## src/rtl/word_serializer.sv

```systemverilog
// word_serializer: MSB-first parallel-to-serial converter with a modulo-256 frame counter; optional one-word prefetch buffer under SER_PREFETCH_EN
module word_serializer #(
  parameter int WIDTH = 32
) (
  input  logic             clk,
  input  logic             rst_n,
  input  logic             in_valid,
  input  logic [WIDTH-1:0] in_data,
  output logic             in_ready,
  output logic             number,
  output logic             bit_valid,
  output logic             frame_start,
  output logic             last,
  output logic [7:0]       frame_cnt
);
  localparam int CW = $clog2(WIDTH);
  typedef enum logic {IDLE, SHIFT} state_t;
  state_t state;
  logic [WIDTH-1:0] sr, nxt_word;
  logic [CW-1:0] cnt;
  logic take, at_last, nxt_ok, do_load;
  assign take = in_valid && in_ready;
  assign at_last = state == SHIFT && cnt == CW'(WIDTH - 1);
`ifdef SER_PREFETCH_EN
  logic buf_full;
  logic [WIDTH-1:0] buf_data;
  assign in_ready = !buf_full;
  assign nxt_ok = buf_full || take;
  assign nxt_word = buf_full ? buf_data : in_data;
  // holding buffer captures a word offered mid-word and drains into the shifter at the last-bit edge
  always_ff @(posedge clk or negedge rst_n)
    if (!rst_n) begin
      buf_full <= 1'b0;
      buf_data <= '0;
    end else if (at_last) begin
      buf_full <= 1'b0;
    end else if (take && state == SHIFT) begin
      buf_full <= 1'b1;
      buf_data <= in_data;
    end
`else
  assign in_ready = state == IDLE;
  assign nxt_ok = take;
  assign nxt_word = in_data;
`endif
  assign do_load = (state == IDLE) ? take : (at_last && nxt_ok);
  assign number = sr[WIDTH-1];
  // shifter FSM: load a word, walk it out MSB first, then reload or fall back to idle
  always_ff @(posedge clk or negedge rst_n)
    if (!rst_n) begin
      state       <= IDLE;
      sr          <= '0;
      cnt         <= '0;
      bit_valid   <= 1'b0;
      frame_start <= 1'b0;
      last        <= 1'b0;
    end else if (do_load) begin
      state       <= SHIFT;
      sr          <= nxt_word;
      cnt         <= '0;
      bit_valid   <= 1'b1;
      frame_start <= 1'b1;
      last        <= 1'b0;
    end else if (at_last) begin
      state       <= IDLE;
      sr          <= '0;
      cnt         <= '0;
      bit_valid   <= 1'b0;
      frame_start <= 1'b0;
      last        <= 1'b0;
    end else if (state == SHIFT) begin
      sr          <= sr << 1;
      cnt         <= cnt + 1'b1;
      frame_start <= 1'b0;
      last        <= cnt == CW'(WIDTH - 2);
    end
  // completed words counted at the edge that ends each last-bit cycle
  always_ff @(posedge clk or negedge rst_n)
    if (!rst_n) frame_cnt <= '0;
    else if (at_last) frame_cnt <= frame_cnt + 8'd1;
endmodule
```

## config.mk

```make
export PLATFORM = sky130hd
export DESIGN_NAME = word_serializer
export DESIGN_NICKNAME = d
export VERILOG_FILES = /design/src/rtl/word_serializer.sv
export SDC_FILE = /design/constraint.sdc
export NUM_CORES = 1
export LEC_CHECK = 0
export CORE_UTILIZATION = 35
export DETAILED_ROUTE_END_ITERATION = 8
export PLACE_DENSITY = 0.61
export SYNTH_ARGS = -nofsm -noshare
export SYNTH_HDL_FRONTEND = slang
export SYNTH_SLANG_ARGS = --single-unit
```

## constraint.sdc

```tcl
create_clock -name clk -period 1.9 [get_ports clk]
set_clock_uncertainty 0.2 [all_clocks]
set_input_delay 0.285 -clock clk [delete_from_list [all_inputs] [get_ports clk]]
set_output_delay 0.285 -clock clk [all_outputs]
set_load 0.02 [all_outputs]
```

==> results.txt, run 1 <==
Vias post-DR - 1594
Maximum clock path buffer count - 2
Vias in the first global route - 1652
GRT Util Overall - 14.9%
Ant diodes - 0
Worst min path class - in2async
DRC - 0
CP endpoint kind - output port
CP delay by family, top - buffers and inverters
Starting Density - 36.8%
Place WS - -0.0504 ns
Required @ worst endpoint - 1.41 ns
CP Cell Sequence - clkdlybuf4s50_1
GPL Wtd Cong - 0.735
MaxCap Viol Count - 0
Nets - 292
Cell Rows - 28
Cell Area, Synth - 2200 um2
Initial DRC Count - 117
VDD IR max - 0.803 mV
Final Slew Violations - 0
Die Area - 6610 um2
Syn Nets - 241
Final Cycle Share - 96.1%
Global-route wire length before repair - 7490 um
Post-DP Area - 2770 um2
Share of layout cells above drive strength 1 - 9.09%
Power Density - 1180 nW/um2
Leak - 1.40 nW
Final Hold Vio Count - 0
DR WL/cell - 13.6 um
Initial antenna violation count - 0
Status - completed
Slowest library cell on the worst path - clkdlybuf4s50_1
CTS tree - yes
Die width - 81.3 um
Post-CTS Setup Inserts - 0
CTS clock-pin slew for the worst setup and hold paths - 0.08 ns
Core area - 5990 um2
Clk_lat worst skew - 0.29 ns
Clock Sinks - 48
CTS H-tree depth - 2
Final worst slack - 0.0749 ns
Via density - 4.86
Grt ovf - 0
HPWL after detailed placement - 2880 um
Max incr delay on CP - 0.63 ns
Chip Height - 81.3 um
Slew HR - 69.5%
Post-route cell area - 2930 um2
Slew @ Worst Pin - 0.457 ns
Setup CP Type - reg2out
CTS Root Cell - clkbuf_8
Crit Path Max Fanout - 4
RSZ-0062 raised after global routing - false
Num ports - 48
Syn_area_per_cell - 10.9 um2
Cell variety after synth - 25
Layout area overhead - 32.9%
Antenna-violating nets left - 0
Final Setup Violations - 0
FMAX - 0.548 GHz
Flops & latches, synth - 48
Final Util - 48.9%
Pin count of the biggest net entering global routing - 39
Number of CTS-inserted buffers - 5
TritonRoute pass-1 iters - 4
Worst setup SP type - flip-flop
YS warnings - 0
Post-synthesis sequential area ratio - 54.5%
Worst Path Arrival - 1.34 ns
Crit path buf inv count - 1
Min cycle time layout - 1.83 ns
Cells after Synth - 202
Drt total wl - 4460 um
PortBufs - 47
==> state kept, by name (all words and copies together) (netlist names) <==
register and flops:
last 1, frame_start 1, cnt 5, frame_cnt 8, state 1, sr 32
==> cell usage after synthesis (all sizes together) <==
cell / instances / area share (%)
a32o: 1 / 0.45
o32ai: 3 / 1.2
a21o: 1 / 0.34
nand3: 1 / 0.23
o21ai: 33 / 7.5
nor2: 4 / 0.68
nand4: 4 / 1.1
buf: 10 / 3.4
mux2: 1 / 0.51
clkbuf: 3 / 0.51
and2: 1 / 0.28
dfrtp: 48 / 55
xor2: 1 / 0.40
nor2b: 1 / 0.28
nand2b: 1 / 0.28
nand2: 36 / 6.1
inv: 5 / 0.85
nor4b: 1 / 0.40
and3: 3 / 0.85
xnor2: 8 / 3.2
mux2i: 32 / 15
ha: 4 / 2.3
==> power by group <==
part / internal [mW] / switching, mW / total [mW]
clock: 0.290 / 0.324 / 0.614
sequential: 1.36 / 0.189 / 1.54
combinational: 0.613 / 0.695 / 1.31
total: 2.26 / 1.21 / 3.47
==> layout make-up <==
| class | instances | area (um2) |
|---|---|---|
| timing repair buffer | 57 | 597 |
| multi-input combinational | 136 | 925 |
| fill | 546 | 3060 |
| inverter | 5 | 18.8 |
| sequential | 48 | 1200 |
| tap | 75 | 93.8 |
| clock buffer | 6 | 82.6 |
| clock inverter | 1 | 8.76 |
==> cells by family after synthesis <==
| kind of cell | after synthesis | share of synthesized area [%] |
|---|---|---|
| flip-flops | 48 | 54.5 |
| XOR/XNOR | 9 | 3.58 |
| multiplexers | 33 | 15.1 |
| adder cells (fa/ha/maj) | 4 | 2.27 |
| AND/OR/NAND/NOR | 52 | 10.3 |
| AO/OA/AOI/OAI | 38 | 9.49 |
| buffers and inverters | 18 | 4.77 |
==> through the flow <==
stage	power, mW	TNS, ns	instances	hold slack (ns)
finish	3.47	0	328	0.269
global route	3.77	0	328	0.296
global placement	2.77	0	319	0.0625
floorplan	2.35	0	202	-0.211
CTS	3.42	0	327	0.277
detailed placement	2.80	-0.0504	319	0.0629
==> cell usage in the layout, fill, tap and decap left out, drive strengths merged, types with 4 or more instances in the layout <==
cell type / instances
clkbuf: 7
dfrtp: 48
buf: 10
nand2: 36
nand4: 4
ha: 4
nor2: 4
mux2i: 32
clkdlybuf4s50: 42
inv: 5
xnor2: 8
o21ai: 33
==> per-layer routing <==
layer / share of wire [%] / vias to the layer above / track usage (%)
met5: 0 / - / 0
met4: 1.5 / 0 / 5.89
met3: 4.7 / 7 / 2.70
met2: 45 / 38 / 23.8
met1: 48 / 754 / 19.8
li1: - / 795 / -
==> final timing paths <==
check / from / endpoint / slack (ns) / cells past startpoint
worst max-delay path: state / bit_valid / 0.07 / 1
worst min-delay path: rst_n / frame_cnt[5] / 0.27 / 2
worst max register to register: cnt[0] / sr[18] / 0.10 / 7
worst min register to register: sr[1] / sr[2] / 0.28 / 2
max in group asynchronous: rst_n / sr[10] / 0.73 / 3
min in group clk: sr[1] / sr[2] / 0.28 / 2
==> timing repair <==
action | in CTS | in global routing
resized for setup | 2 | 7
hold buffers | 1 | 0
cloned | 0 | 1
endpoints found under the hold margin | 17 | 0
setup endpoints to repair | 2 | 38
(Power assumes the default switching activity.)
==> inputs of run 2 (changes only) <==
- CAP_MARGIN: default -> 10
==> results of run 2 <==
Same layout as run 1: the final DEF is identical, and so are final timing and power.
